$ cat src/rtl/pinf_video_pkg.sv
// Raster timing constants and read-FSM state encoding shared by the pinf TX
// FIFO reader and its timing generator.
package pinf_video_pkg;

    function automatic int timing_total(input int act, input int fp, input int sync, input int bp);
        return act + fp + sync + bp;
    endfunction

    // Counter width able to hold 0..total-1.
    function automatic int cnt_width(input int total);
        return (total > 1) ? $clog2(total) : 1;
    endfunction

    localparam int P1080_H_ACTIVE = 1920;
    localparam int P1080_H_FP     = 88;
    localparam int P1080_H_SYNC   = 44;
    localparam int P1080_H_BP     = 148;
    localparam int P1080_V_ACTIVE = 1080;
    localparam int P1080_V_FP     = 4;
    localparam int P1080_V_SYNC   = 5;
    localparam int P1080_V_BP     = 36;

    localparam int P1080_H_TOTAL =
        timing_total(P1080_H_ACTIVE, P1080_H_FP, P1080_H_SYNC, P1080_H_BP);
    localparam int P1080_V_TOTAL =
        timing_total(P1080_V_ACTIVE, P1080_V_FP, P1080_V_SYNC, P1080_V_BP);

    typedef enum logic {
        PRIME = 1'b0,
        RUN   = 1'b1
    } rd_state_e;

endpackage

$ cat src/rtl/pinf_tx_fifo_reader_if.sv
// Read port of the 32-bit pixel FIFO; master is the consumer issuing ren,
// slave is the FIFO itself.
interface pinf_tx_fifo_reader_if;
    logic [31:0] rdata;
    logic        rempty;
    logic        prog_empty;
    logic        ren;

    modport master (output ren, input rdata, input rempty, input prog_empty);
    modport slave  (input ren, output rdata, output rempty, output prog_empty);
endinterface

$ cat src/rtl/video_timing_gen.sv
// Horizontal/vertical raster counters with active, hsync and vsync decode.
// Counters sit at zero whenever en is low.
module video_timing_gen
    import pinf_video_pkg::*;
#(
    parameter int H_ACTIVE = P1080_H_ACTIVE,
    parameter int H_FP     = P1080_H_FP,
    parameter int H_SYNC   = P1080_H_SYNC,
    parameter int H_BP     = P1080_H_BP,
    parameter int V_ACTIVE = P1080_V_ACTIVE,
    parameter int V_FP     = P1080_V_FP,
    parameter int V_SYNC   = P1080_V_SYNC,
    parameter int V_BP     = P1080_V_BP,
    localparam int H_TOTAL = timing_total(H_ACTIVE, H_FP, H_SYNC, H_BP),
    localparam int V_TOTAL = timing_total(V_ACTIVE, V_FP, V_SYNC, V_BP),
    localparam int HCNT_W  = cnt_width(H_TOTAL),
    localparam int VCNT_W  = cnt_width(V_TOTAL)
) (
    input  logic              clk,
    input  logic              rst,
    input  logic              en,
    output logic [HCNT_W-1:0] hcnt,
    output logic [VCNT_W-1:0] vcnt,
    output logic              act,
    output logic              hs_c,
    output logic              vs_c
);

    localparam logic [HCNT_W-1:0] H_LAST    = HCNT_W'(H_TOTAL - 1);
    localparam logic [HCNT_W-1:0] H_ACT_END = HCNT_W'(H_ACTIVE);
    localparam logic [HCNT_W-1:0] HS_BEGIN  = HCNT_W'(H_ACTIVE + H_FP);
    localparam logic [HCNT_W-1:0] HS_END    = HCNT_W'(H_ACTIVE + H_FP + H_SYNC);
    localparam logic [VCNT_W-1:0] V_LAST    = VCNT_W'(V_TOTAL - 1);
    localparam logic [VCNT_W-1:0] V_ACT_END = VCNT_W'(V_ACTIVE);
    localparam logic [VCNT_W-1:0] VS_BEGIN  = VCNT_W'(V_ACTIVE + V_FP);
    localparam logic [VCNT_W-1:0] VS_END    = VCNT_W'(V_ACTIVE + V_FP + V_SYNC);

    always_ff @(posedge clk) begin
        if (rst || !en) begin
            hcnt <= '0;
            vcnt <= '0;
        end else if (hcnt == H_LAST) begin
            hcnt <= '0;
            vcnt <= (vcnt == V_LAST) ? '0 : vcnt + 1'b1;
        end else begin
            hcnt <= hcnt + 1'b1;
        end
    end

    assign act  = (hcnt < H_ACT_END) && (vcnt < V_ACT_END);
    assign hs_c = (hcnt >= HS_BEGIN) && (hcnt < HS_END);
    assign vs_c = (vcnt >= VS_BEGIN) && (vcnt < VS_END);

endmodule

$ cat src/rtl/pinf_tx_fifo_reader.sv
// Pulls packed pixel pairs from the TX FIFO and emits one 16-bit pixel per
// clock with raster timing; primes on prog_empty, then free-runs until reset.
module pinf_tx_fifo_reader
    import pinf_video_pkg::*;
#(
    parameter int H_ACTIVE = P1080_H_ACTIVE,
    parameter int H_FP     = P1080_H_FP,
    parameter int H_SYNC   = P1080_H_SYNC,
    parameter int H_BP     = P1080_H_BP,
    parameter int V_ACTIVE = P1080_V_ACTIVE,
    parameter int V_FP     = P1080_V_FP,
    parameter int V_SYNC   = P1080_V_SYNC,
    parameter int V_BP     = P1080_V_BP
) (
    input  logic                  rclk,
    input  logic                  reset,
    pinf_tx_fifo_reader_if.master fifo,
    output logic [15:0]           pix_data,
    output logic                  pix_de,
    output logic                  pix_hs,
    output logic                  pix_vs,
    output logic                  frame_start,
    output logic                  underflow,
    output logic                  running
);

    localparam int HCNT_W = cnt_width(timing_total(H_ACTIVE, H_FP, H_SYNC, H_BP));
    localparam int VCNT_W = cnt_width(timing_total(V_ACTIVE, V_FP, V_SYNC, V_BP));

    rd_state_e         state;
    logic [HCNT_W-1:0] hcnt;
    logic [VCNT_W-1:0] vcnt;
    logic              act;
    logic              hs_c;
    logic              vs_c;

    logic              run_p0;
    logic              pair_p0;
    logic              issue_p0;

    logic              vld_p1;
    logic              hs_p1;
    logic              vs_p1;
    logic              odd_p1;
    logic              starve_p1;
    logic [15:0]       hold_pix_p1;

    video_timing_gen #(
        .H_ACTIVE (H_ACTIVE),
        .H_FP     (H_FP),
        .H_SYNC   (H_SYNC),
        .H_BP     (H_BP),
        .V_ACTIVE (V_ACTIVE),
        .V_FP     (V_FP),
        .V_SYNC   (V_SYNC),
        .V_BP     (V_BP)
    ) u_timing (
        .clk  (rclk),
        .rst  (reset),
        .en   (run_p0),
        .hcnt (hcnt),
        .vcnt (vcnt),
        .act  (act),
        .hs_c (hs_c),
        .vs_c (vs_c)
    );

    // ---- stage p0: counter position, read issue ----
    assign run_p0   = (state == RUN);
    assign pair_p0  = run_p0 && act && !hcnt[0];
    assign issue_p0 = pair_p0 && !fifo.rempty;
    assign fifo.ren = issue_p0;

    always_ff @(posedge rclk) begin
        if (reset) begin
            state   <= PRIME;
            running <= 1'b0;
        end else begin
            case (state)
                PRIME: begin
                    if (!fifo.prog_empty) begin
                        state   <= RUN;
                        running <= 1'b1;
                    end
                end
                RUN: begin
                end
            endcase
        end
    end

    // ---- stage p1: registered timing/control, one cycle behind the counters ----
    always_ff @(posedge rclk) begin
        if (reset || !run_p0) begin
            vld_p1      <= 1'b0;
            hs_p1       <= 1'b0;
            vs_p1       <= 1'b0;
            odd_p1      <= 1'b0;
            starve_p1   <= 1'b0;
            frame_start <= 1'b0;
        end else begin
            vld_p1      <= act;
            hs_p1       <= hs_c;
            vs_p1       <= vs_c;
            odd_p1      <= hcnt[0];
            frame_start <= (hcnt == '0) && (vcnt == '0);
            // A starved even slot blanks both pixels of the pair.
            if (pair_p0) begin
                starve_p1 <= fifo.rempty;
            end
        end
    end

    always_ff @(posedge rclk) begin
        if (reset) begin
            underflow <= 1'b0;
        end else if (pair_p0 && fifo.rempty) begin
            underflow <= 1'b1;
        end
    end

    always_ff @(posedge rclk) begin
        if (vld_p1 && !odd_p1) begin
            hold_pix_p1 <= fifo.rdata[31:16];
        end
    end

    // rdata is the FIFO's own output register, so the even pixel is taken
    // straight from it in the cycle it becomes valid.
    always_comb begin
        pix_data = '0;
        if (vld_p1 && !starve_p1) begin
            pix_data = odd_p1 ? hold_pix_p1 : fifo.rdata[15:0];
        end
    end

    assign pix_de = vld_p1;
    assign pix_hs = hs_p1;
    assign pix_vs = vs_p1;

endmodule

$ cat src/flat_wrapper.sv
// flat-port wrapper written by rule: the top's interface ports become plain ports
module pinf_tx_fifo_reader_flat import pinf_video_pkg::*;
#(
    parameter int H_ACTIVE = P1080_H_ACTIVE,
    parameter int H_FP     = P1080_H_FP,
    parameter int H_SYNC   = P1080_H_SYNC,
    parameter int H_BP     = P1080_H_BP,
    parameter int V_ACTIVE = P1080_V_ACTIVE,
    parameter int V_FP     = P1080_V_FP,
    parameter int V_SYNC   = P1080_V_SYNC,
    parameter int V_BP     = P1080_V_BP
)
  (rclk, reset, pix_data, pix_de, pix_hs, pix_vs, frame_start, underflow, running, fifo_ren, fifo_rdata, fifo_rempty, fifo_prog_empty);
  pinf_tx_fifo_reader_if fifo_i ();
  input  logic rclk;
  input  logic reset;
  output logic [15:0] pix_data;
  output logic pix_de;
  output logic pix_hs;
  output logic pix_vs;
  output logic frame_start;
  output logic underflow;
  output logic running;
  output wire logic [$bits(fifo_i.ren)-1:0] fifo_ren;
  input wire logic [$bits(fifo_i.rdata)-1:0] fifo_rdata;
  input wire logic [$bits(fifo_i.rempty)-1:0] fifo_rempty;
  input wire logic [$bits(fifo_i.prog_empty)-1:0] fifo_prog_empty;
  assign fifo_ren = fifo_i.ren;
  assign fifo_i.rdata = fifo_rdata;
  assign fifo_i.rempty = fifo_rempty;
  assign fifo_i.prog_empty = fifo_prog_empty;
  pinf_tx_fifo_reader #(.H_ACTIVE(H_ACTIVE), .H_FP(H_FP), .H_SYNC(H_SYNC), .H_BP(H_BP), .V_ACTIVE(V_ACTIVE), .V_FP(V_FP), .V_SYNC(V_SYNC), .V_BP(V_BP)) u_core (.rclk(rclk), .reset(reset), .fifo(fifo_i), .pix_data(pix_data), .pix_de(pix_de), .pix_hs(pix_hs), .pix_vs(pix_vs), .frame_start(frame_start), .underflow(underflow), .running(running));
endmodule
$ cat config.mk
export PLATFORM = sky130hd
export DESIGN_NAME = pinf_tx_fifo_reader_flat
export DESIGN_NICKNAME = d
export VERILOG_FILES = /design/src/rtl/pinf_video_pkg.sv /design/src/rtl/pinf_tx_fifo_reader_if.sv /design/src/rtl/video_timing_gen.sv /design/src/rtl/pinf_tx_fifo_reader.sv /design/src/flat_wrapper.sv
export SDC_FILE = /design/constraint.sdc
export NUM_CORES = 1
export LEC_CHECK = 0
export CAP_MARGIN = 5
export CORE_MARGIN = 2
export CORE_UTILIZATION = 42
export DETAILED_ROUTE_END_ITERATION = 12
export PLACE_DENSITY = 0.71
export SKIP_LAST_GASP = 1
export SYNTH_ARGS = -nofsm -noshare
export SYNTH_HDL_FRONTEND = slang
export SYNTH_SLANG_ARGS = --single-unit
export TNS_END_PERCENT = 50
$ cat constraint.sdc
create_clock -name rclk -period 4.35 [get_ports rclk]
set_input_delay 0.87 -clock rclk [delete_from_list [all_inputs] [get_ports rclk]]
set_output_delay 0.87 -clock rclk [all_outputs]
set_load 0.1 [all_outputs]
Word level (Yosys, flattened, before mapping). Index checks and enable logic that the tools add are counted.

Register bits: 48. Bits in latches: 0. Memory bits (writable): 0. Bits in read-only memories: 0. Output and inout port bits: 23. Word-level logic and storage cells: 49. Memories kept: 0.

Add/sub/neg operators: 2. $mul: 0. Div/mod/pow operators: 0. $lt $le $gt $ge: 6. Equality and inequality tests: 2. Shifts and indexed selects: 0. Muxes and demuxes: 5. Bitwise operators: 2. Reductions and logical operators: 20.

Operators with widths (number): 16-bit 2-to-1 mux (2); 11-bit less-than comparator (second input constant) (2); 12-bit by 1-bit adder with 12-bit output (second input constant) (1); 12-bit equality test (second input constant) (1); 12-bit by 11-bit greater-or-equal comparator with 1-bit output (second input constant) (1); 12-bit logical NOT (1); 12-bit by 11-bit less-than comparator with 1-bit output (second input constant) (1); 12-bit less-than comparator (second input constant) (1); 11-bit by 1-bit adder with 11-bit output (second input constant) (1); 11-bit equality test (second input constant) (1); 11-bit greater-or-equal comparator (second input constant) (1); 11-bit logical NOT (1); 11-bit 2-to-1 mux (1); 1-bit logical AND (10); 1-bit logical NOT (5); 1-bit 2-to-1 mux (2); 1-bit NOT (2); 2-bit AND reduction (1); 2-bit OR reduction (1); 1-bit logical OR (1).

Longest topological paths before layout. Gate-level depths: netlist (run 1).

Word-level depth: 5. Depth in mapped cells: 7. Depth with buffers taken out: 6.

Hierarchy. A second synthesis (run 1) with hierarchy kept.

Cell total of the unflattened synthesis: 229. Area, all modules: 2283.4 sq um.

Modules (own cells, without submodules): video_timing_gen (instances 1, cells each 140, area an instance 1192.4 sq um, seq. area each 460.4 sq um); pinf_tx_fifo_reader (instances 1, cells each 89, area an instance 1091.0 sq um, seq. area each 660.6 sq um).

Least setup slack after synthesis (run 1). No wires, ideal clock.

Kind: register -> output. Start point: register u_core.vld_p1 (netlist: u_core.pix_de). End point: output pix_data[10]. Arrival time: 2716 ps. Data required time: 3480 ps. Path slack: 764 ps. Cell stages (with the launch flop): 5. Cell sequence: dfxtp_1 > nand2b_1 > clkbuf_1 > clkbuf_1 > nor2_1.

Cells in the longest elaborated chain, start to end: 2.

Ends and longest elaborated chain: from (decl) (line pinf_tx_fifo_reader.sv:41) `logic vld_p1;`; from (signal assigned) (line pinf_tx_fifo_reader.sv:102) `vld_p1 <= act;`; 1-bit logical AND (line pinf_tx_fifo_reader.sv:132) `if (vld_p1 && !starve_p1) begin`; 16-bit 2-to-1 mux (line pinf_tx_fifo_reader.sv:132); to (decl) (line flat_wrapper.sv:17) `output logic [15:0] pix_data;`.

No other way between the ends.

Worst setup path after layout (run 1).
Start point: register u_core.u_timing.vcnt[7]. End point: output fifo_ren.

Cells in the longest elaborated chain, start to end: 5.

Ends and longest elaborated chain: from (decl) (line video_timing_gen.sv:23) `output logic [VCNT_W-1:0] vcnt,`; from (signal assigned) (line video_timing_gen.sv:44) `vcnt <= (vcnt == V_LAST) ? '0 : vcnt + 1'b1;`; 11-bit less-than comparator (line video_timing_gen.sv:50) `assign act = (hcnt < H_ACT_END) && (vcnt < V_ACT_END);`; 1-bit logical AND (line video_timing_gen.sv:50); 1-bit logical AND (2 in series) (line pinf_tx_fifo_reader.sv:70) `assign pair_p0 = run_p0 && act && !hcnt[0];`; 1-bit logical AND (line pinf_tx_fifo_reader.sv:71) `assign issue_p0 = pair_p0 && !fifo.rempty;`; to (decl) (line flat_wrapper.sv:24) `output wire logic [$bits(fifo_i.ren)-1:0] fifo_ren;`.

No other way between the ends.

==> results of run 1 <==
[sequential cells by signal (all words and copies together) (netlist names)]
register / flops
u_core.u_timing.hcnt: 12
u_core.running: 1
u_core.run_p0: 1
u_core.hold_pix_p1: 16
u_core.pix_vs: 1
u_core.odd_p1: 1
u_core.starve_p1: 1
u_core.frame_start: 1
u_core.u_timing.vcnt: 11
u_core.pix_de: 1
u_core.pix_hs: 1
u_core.underflow: 1
[cell type report]
class | count | area [um^2]
Multi-Input combinational cell | 163 | 991.0
Clock inverter | 3 | 42.54
Inverter | 9 | 33.78
Timing Repair Buffer | 59 | 545.5
Fill cell | 475 | 2185
Sequential cell | 48 | 1121
Tap cell | 70 | 87.58
Clock buffer | 5 | 68.82
[critical path: stages (launching register included)]
cell,delay (ns)
dfxtp_1,0.37
or4_1,0.55
o21ai_0,0.28
nand4_1,0.21
nor2_1,0.13
buf_4,0.30
[synthesized netlist by cell type]
cell type  number
nor2_1         43
dfxtp_1        32
mux2i_1        18
edfxtp_1       16
nand2_1        11
nand3_1        11
a21oi_1         9
clkbuf_1        9
inv_1           9
xnor2_1         9
nand4_1         8
o21ai_0         8
or4_1           8
nor3_1          6
ha_1            4
o31ai_1         4
or3_1           4
and3_1          3
nand2b_1        3
nor4_1          2
or2_2           2
a211oi_1        1
a31oi_1         1
and4_1          1
buf_2           1
nor2b_1         1
nor3b_1         1
o22a_1          1
o22ai_1         1
or4_4           1
or4b_2          1
xor2_1          1
[placed cells by master (no fill, tap or decap), types with 6 or more instances in the layout]
cell type	count
a21oi_1	9
buf_4	18
clkdlybuf4s50_1	41
dfxtp_1	32
edfxtp_1	16
inv_1	9
mux2i_1	18
nand2_1	11
nand3_1	11
nand4_1	8
nor2_1	43
nor3_1	6
o21ai_0	8
or4_1	8
xnor2_1	9
[routing by layer]
metal	wire, um	share of wire [%]	track usage [%]
met5	0	0	0
met4	30	0.62	5.273
met3	269	5.6	4.739
met2	2302	48	29.02
met1	2198	46	21.53
[per-stage QoR]
step	setup WS (ns)	hold slack [ns]	util [%]	total power [mW]	area [um^2]
6_report	1.327	0.4631	56.95	0.9270	2890
5_1_grt	1.184	0.4852	56.95	0.9691	2890
4_1_cts	1.300	0.4695	56.95	0.9408	2890
3_5_place_dp	1.608	0.4540	54.76	0.6235	2779
3_3_place_gp	1.657	0.4568	54.76	0.6213	2779
2_1_floorplan	0.7641	0.4332	-	0.5710	2185
[how the worst max path moves through the flow]
stage	startpoint	endpoint	slack, ns
final	u_core.u_timing.vcnt[7]$_SDFFE_PP0P_	fifo_ren	1.33
after global routing	u_core.u_timing.vcnt[7]$_SDFFE_PP0P_	fifo_ren	1.18
after CTS	u_core.u_timing.vcnt[7]$_SDFFE_PP0P_	fifo_ren	1.30
after detailed placement	fifo_rdata[13]	pix_data[13]	1.61
after global placement	fifo_rdata[10]	pix_data[10]	1.66
after floorplan	u_core.pix_de$_SDFF_PP0_	pix_data[10]	0.76
[kinds of logic after synthesis]
| family | after synthesis | share of synthesized area, % |
|---|---|---|
| buffers and inverters | 19 | 3.321 |
| AOI/OAI and AO/OA | 25 | 6.587 |
| DFF | 48 | 51.32 |
| muxes | 18 | 8.247 |
| adders and majority gates | 4 | 2.291 |
| xor gates and xnor gates | 10 | 4.009 |
| and+or+nand+nor | 106 | 24.23 |
[power by group]
group	switching, mW	total, mW	internal [mW]
combinational	0.0861	0.134	0.0482
sequential	0.00532	0.478	0.473
clock	0.144	0.314	0.170
total	0.236	0.927	0.691
==> impl_metrics.tcl, run 1 <==
set metrics [dict create \
    syn_area_per_cell_um2 9.498 \
    timing.rr.start "u_core.u_timing.hcnt[9]$_SDFF_PP0_" \
    die_y_um 76.12 \
    drive_above_1_share_pct 10.10 \
    portBuffers 58 \
    max_slew_margin_pct 22.70 \
    clock-sinks 48 \
    path_clk_slew_ns 0.09 \
    cp.arrival_ns 2.15 \
    status "completed" \
    reg2reg_slack_ns 1.83 \
    cp-end-kind "output pin" \
    cap_violations 0 \
    core_um2 5075 \
    post_cts_resized 0 \
    setup-violations-final 0 \
    final_hold_viol_count 0 \
    io_pins 59 \
    leakagePower_nw 0.9793 \
    htree_levels 2 \
    synth_top_cell_by_area "dfxtp_1" \
    grt_first_pass_wirelength_um 8107 \
    n_antenna_cell 0 \
    hp-class "reg -> reg" \
    die_area_um2 5794 \
    period_share_pct 69.50 \
    ir_drop_mv 0.1546 \
    totalWireLength_um 4801 \
    drv_slew 0 \
    cts_buffer_depth 2 \
    place_inst 349 \
    fin_cells 357 \
    synthTopCellsByArea "dfxtp_1 29%, edfxtp_1 22%, mux2i_1 8.2%" \
    fin_setup_tns_ns 0 \
    postCtsHoldBufs 0 \
    fmax_ghz 0.3308 \
    synth_top_area_share_pct 29.32 \
    postCtsSetupRepairBufs 0 \
    hold_path.startpoint "u_core.starve_p1$_SDFFE_PP0P_" \
    gp_congestion 0.8178 \
    clkLatencyLatePin_ns 0.30 \
    cts-buffers-inserted 5 \
    ys_seq_elements 48 \
    grt_pass1_vias 1675 \
    dp_hpwl_um 3566 \
    die_w_um 76.12 \
    r2r-end "u_core.u_timing.vcnt[3]$_SDFFE_PP0P_" \
    crit_type "reg -> out" \
    fin_crit_ns 3.023 \
    skew_ns 0.006245 \
    row_count 26 \
    hold_depth 2 \
    synthToLayoutAreaGrowth_pct 32.30 \
    synth_fp_nets 270 \
    dr.pass1.iters 4 \
    cts_tree "built" \
    power.density_nw_per_um2 320.7 \
    wl_per_cell_um 13.45 \
    min_to "u_core.starve_p1$_SDFFE_PP0P_" \
    ff2ff_path_depth 4 \
    synth_area_um2 2185 \
    tightestPinTransition_ns 1.149 \
    synth_cells 230 \
    vias 1814 \
    grt_usage_pct 17.20 \
    ant_nets 0 \
    root_buffer "clkbuf_8" \
    ys_seq_area_share_pct 51.32 \
    layout.nets 326 \
    drt_iter0_drc 47 \
    antenna_found_initial 0 \
    yosys_warnings 0 \
    ys_types 32 \
    grt_start_max_net_pins 19 \
    grt_setup_unrepaired "no" \
    route.detailed.drc 0 \
    start_util_pct 43.05 \
    worstPathRequired_ns 3.48 \
    grt-ovfl-total 0 \
    cp_max_fo 8 \
    viasPerCell 5.081 \
    start_kind "flip-flop" \
]
Note: power is estimated with default switching activity, not from simulation.
==> run 2, diff against run 1 <==
Clock period 4.35 ns to 3 ns, I/O delays scaled along.
==> run 2 against run 1 <==
Against the previous run:
- count of clock-buffer cells in the layout grew 1
- die area is the same
- clock power grew 51%
- critical path depth is the same
- final area grew 8.1%
- cell count grew 1.1%
- sequential power grew 45%
- routed wire length grew 2.9%
- combinational power grew 67%
- sequential share of layout area shrank 2.9 points
==> impl_metrics.tcl, run 2 (synthesis gave the netlist of run 1 again) <==
set metrics [dict create \
    status "completed" \
    leakagePower_nw 1.065 \
    die_w_um 76.12 \
    reg_top3 "u_core.hold_pix_p1 (16), u_core.u_timing.hcnt (12), u_core.u_timing.vcnt (11)" \
    skew_ns 0.005401 \
    die_y_um 76.12 \
    regMostFlops "u_core.hold_pix_p1" \
    cp_max_fo 8 \
    hp-class "reg -> reg" \
    hold_depth 2 \
    clock-sinks 48 \
    drv_slew 0 \
    crit_path_max_incr_delay_ns 0.57 \
    path_delay_family "simple AND/OR/NAND/NOR gates" \
    cp-end-kind "output pin" \
    grt_usage_pct 17.55 \
    cp_cell_sequence "or4_1 -> o21ai_0 -> nand4_1 -> nor2_1 -> buf_12" \
    cts-buffers-inserted 5 \
    timing.rr.start "u_core.u_timing.hcnt[9]$_SDFF_PP0_" \
    grt_pass1_vias 1743 \
    pre_cts_slack_ns 0.5342 \
    endpoint "fifo_ren" \
    final_cell_mix "43 x nor2_1, 35 x clkdlybuf4s50_1, 32 x dfxtp_1" \
    grt-ovfl-total 0 \
    fill_cells 442 \
    final_hold_viol_count 0 \
    dp_hpwl_um 3718 \
    clkLatencyLatePin_ns 0.29 \
    synthToLayoutAreaGrowth_pct 42.96 \
    crit_type "reg -> out" \
    start_util_pct 43.05 \
    viasPerCell 5.283 \
    vias 1907 \
    root_buffer "clkbuf_8" \
    core_um2 5075 \
    route.detailed.drc 0 \
    grt_start_max_net_pins 19 \
    power.density_nw_per_um2 445.1 \
    grt_setup_unrepaired "no" \
    tightestPinTransition_ns 0.5633 \
    cts_buffer_depth 2 \
    portBuffers 58 \
    drive_above_1_share_pct 13.40 \
    cp.arrival_ns 2.13 \
    largest_reg_flops 16 \
    fin_setup_tns_ns 0 \
    max_slew_margin_pct 62.05 \
    cts_tree "built" \
    fmax_ghz 0.3659 \
    postCtsHoldBufs 0 \
    crit_start "u_core.u_timing.vcnt[7]$_SDFFE_PP0P_" \
    post_cts_resized 0 \
    drt_iter0_drc 106 \
    worst_path_max_delay_cell "or4_1" \
    setup-violations-final 0 \
    ir_drop_mv 0.3018 \
    row_count 26 \
    htree_levels 2 \
    timing.final.ws_setup_ns 0.2671 \
    cap_violations 0 \
    layout_commonest_cell "nor2_1" \
    path_buf_inv 1 \
    final_util_pct 61.54 \
    fin_crit_ns 2.733 \
    dr.pass1.iters 4 \
    ant_nets 0 \
    n_antenna_cell 0 \
    worstPathRequired_ns 2.40 \
    grt_first_pass_wirelength_um 8411 \
    die_area_um2 5794 \
    period_share_pct 91.10 \
    reg2reg_slack_ns 0.52 \
    antenna_found_initial 0 \
    io_pins 59 \
    wl_per_cell_um 13.69 \
    crit_cells 5 \
    postCtsSetupRepairBufs 0 \
    r2r-end "u_core.u_timing.vcnt[8]$_SDFFE_PP0P_" \
    totalWireLength_um 4941 \
    layout.nets 330 \
    ff2ff_path_depth 4 \
    path_clk_slew_ns 0.09 \
    gp_congestion 0.8476 \
    start_kind "flip-flop" \
]
[run 2: tightest hold or removal path: stages, from the launching register on]
cell and delay (ns):
dfxtp_1 0.32, nand2_1 0.05, mux2i_1 0.06
[run 2: worst min path at each step]
stage                                       start                            endpoint  slack, ns
2_1_floorplan       u_core.starve_p1$_SDFFE_PP0P_       u_core.starve_p1$_SDFFE_PP0P_       0.43
3_3_place_gp   u_core.u_timing.hcnt[0]$_SDFF_PP0_  u_core.u_timing.hcnt[0]$_SDFF_PP0_       0.45
3_5_place_dp        u_core.starve_p1$_SDFFE_PP0P_       u_core.starve_p1$_SDFFE_PP0P_       0.45
4_1_cts             u_core.starve_p1$_SDFFE_PP0P_       u_core.starve_p1$_SDFFE_PP0P_       0.47
5_1_grt             u_core.starve_p1$_SDFFE_PP0P_       u_core.starve_p1$_SDFFE_PP0P_       0.49
6_report            u_core.starve_p1$_SDFFE_PP0P_       u_core.starve_p1$_SDFFE_PP0P_       0.47
[run 2: final cells by class]
type	instances	area, um^2	area share, %
clock buffers	6	82.58	2.644
well taps	70	87.58	2.804
inverters	9	33.78	1.082
repair buffers	63	773.2	24.76
multi-input cells	163	991.0	31.73
clock inverters	2	33.78	1.082
flip-flops and latches	48	1121	35.90
[run 2: layer usage]
layer  up-vias  track usage [%]  wire [um]
met5         -                0          0
met3        10            4.147        238
met1       889            24.30       2354
met4         0            2.909         39
met2        71            28.66       2308
li1        937                -          -
[run 2: metrics by stage]
step	power (mW)	cells	hold WS, ns	cell area, um^2
floorplan	0.8279	230	0.4332	2185
global placement	0.9283	353	0.4535	3007
detailed placement	0.9319	353	0.4524	3007
CTS	1.406	361	0.4708	3123
global route	1.445	361	0.4900	3123
finish	1.390	361	0.4662	3123
[run 2: power by group]
group | total (mW) | switching [mW] | leakage (nW) | internal [mW]
logic | 0.224 | 0.132 | 0.599 | 0.0923
clock network | 0.474 | 0.206 | 0.0588 | 0.268
registers | 0.692 | 0.00614 | 0.407 | 0.686
==> run 3, diff against run 2 <==
Settings changed: CORE_MARGIN 2 to unset.
==> run 3 against run 2 <==
Against the previous run:
- via count decreased by 2.9%
- flip-flop and latch count unchanged
- sequential power about the same
- utilization is 2.3 points higher
- worst setup slack improved by 0.023 ns
- final area shrank 0.96%
- die area down 5.2%
- routed wire length increased by 4.4%
- first-iteration DRC count grew 18%
- cell count is 0.83% lower
- critical endpoint unchanged
- highest routed layer unchanged
==> impl_metrics.tcl, run 3 (synthesis gave the netlist of run 1 again) <==
set metrics [dict create \
    n_antenna_cell 0 \
    period_share_pct 90.34 \
    cts_tree "built" \
    row_count 25 \
    tightestPinTransition_ns 0.5979 \
    fmax_ghz 0.3690 \
    drt_iter0_drc 125 \
    route.detailed.drc 0 \
    root_buffer "clkbuf_8" \
    final_cell_mix "43 x nor2_1, 35 x clkdlybuf4s50_1, 32 x dfxtp_1" \
    htree_levels 2 \
    die_w_um 74.12 \
    crit_type "reg -> out" \
    power.density_nw_per_um2 423.8 \
    worstPathRequired_ns 2.40 \
    postCtsHoldBufs 0 \
    grt_first_pass_wirelength_um 7838 \
    leakagePower_nw 1.052 \
    portBuffers 58 \
    largest_reg_flops 16 \
    grt_setup_unrepaired "no" \
    max_slew_margin_pct 60.14 \
    gp_congestion 0.8310 \
    cts-buffers-inserted 5 \
    vias 1852 \
    place_area_um2 3003 \
    clkLatencyLatePin_ns 0.29 \
    io_pins 59 \
    cp_max_fo 8 \
    layout.nets 330 \
    ir_drop_mv 0.2516 \
    hp-class "reg -> reg" \
    postCtsSetupRepairBufs 0 \
    status "completed" \
    die_area_um2 5494 \
    cap_violations 0 \
    cts_buffer_depth 2 \
    antenna_found_initial 0 \
    layout_commonest_cell "nor2_1" \
    p_total_mw 1.311 \
    grt_start_max_net_pins 19 \
    regMostFlops "u_core.hold_pix_p1" \
    dr.pass1.iters 4 \
    die_y_um 74.12 \
    synthToLayoutAreaGrowth_pct 41.58 \
    reg_top3 "u_core.hold_pix_p1 (16), u_core.u_timing.hcnt (12), u_core.u_timing.vcnt (11)" \
    grt_usage_pct 18.97 \
    grt-ovfl-total 0 \
    wl_per_cell_um 14.41 \
    fin_area_um2 3093 \
    cp-end-kind "output pin" \
    post_cts_resized 0 \
    viasPerCell 5.173 \
    core_um2 4848 \
    start_util_pct 45.06 \
    final_hold_viol_count 0 \
    cp.arrival_ns 2.11 \
    start_kind "flip-flop" \
    clock-sinks 48 \
    grt_pass1_vias 1646 \
    setup-violations-final 0 \
    path_clk_slew_ns 0.08 \
    skew_ns 0.008563 \
    fin_crit_ns 2.710 \
    drv_slew 0 \
    dp_hpwl_um 3869 \
    ant_nets 0 \
    drive_above_1_share_pct 13.06 \
    totalWireLength_um 5157 \
]
[run 3: path summary, 6_finish.rpt]
check,startpoint,endpoint,slack [ns],depth (start not counted)
worst min register to register,u_core.starve_p1$_SDFFE_PP0P_,u_core.starve_p1$_SDFFE_PP0P_,0.47,2
worst max register to register,u_core.u_timing.hcnt[9]$_SDFF_PP0_,u_core.u_timing.vcnt[8]$_SDFFE_PP0P_,0.53,4
worst min-delay path,u_core.starve_p1$_SDFFE_PP0P_,u_core.starve_p1$_SDFFE_PP0P_,0.47,2
worst max-delay path,u_core.u_timing.vcnt[7]$_SDFFE_PP0P_,fifo_ren,0.29,5
[run 3: where the power goes]
group          internal (mW)  switching [mW]  total (mW)
clock                  0.188           0.206       0.394
combinational         0.0921           0.132       0.224
sequential             0.686         0.00625       0.692
total                  0.966           0.344        1.31
[run 3: routing by layer]
| layer | share of wire [%] | vias to the layer above | GRT usage [%] |
|---|---|---|---|
| met3 | 4.7 | 4 | 5.149 |
| met2 | 48 | 33 | 31.01 |
| met4 | 0.93 | 0 | 5.128 |
| met1 | 46 | 880 | 24.79 |
| met5 | 0 | - | 0 |
| li1 | - | 935 | - |
[run 3: final cells by class]
cell class / count / area [um^2]
Fill cell: 406 / 1755
Sequential cell: 48 / 1121
Multi-Input combinational cell: 163 / 991.0
Timing Repair Buffer: 63 / 773.2
Clock buffer: 8 / 90.09
Tap cell: 67 / 83.83
Inverter: 9 / 33.78
[run 3: worst max-delay path, cell delays in order (launching register included)]
cell	delay, ns
dfxtp_1	0.37
or4_1	0.56
o21ai_0	0.25
nand4_1	0.21
nor2_1	0.22
buf_12	0.20
[run 3: stage by stage]
stage / setup TNS [ns] / util (%) / std cells / setup WS, ns / hold WS (ns)
after CTS: 0 / 63.79 / 358 / 0.2645 / 0.4728
after global routing: 0 / 63.79 / 358 / 0.1139 / 0.4988
after floorplan: -3.929 / - / 230 / -0.3159 / 0.4332
after detailed placement: 0 / 61.94 / 350 / 0.5610 / 0.4603
final: 0 / 63.79 / 358 / 0.2899 / 0.4703
after global placement: 0 / 61.94 / 350 / 0.5996 / 0.4474
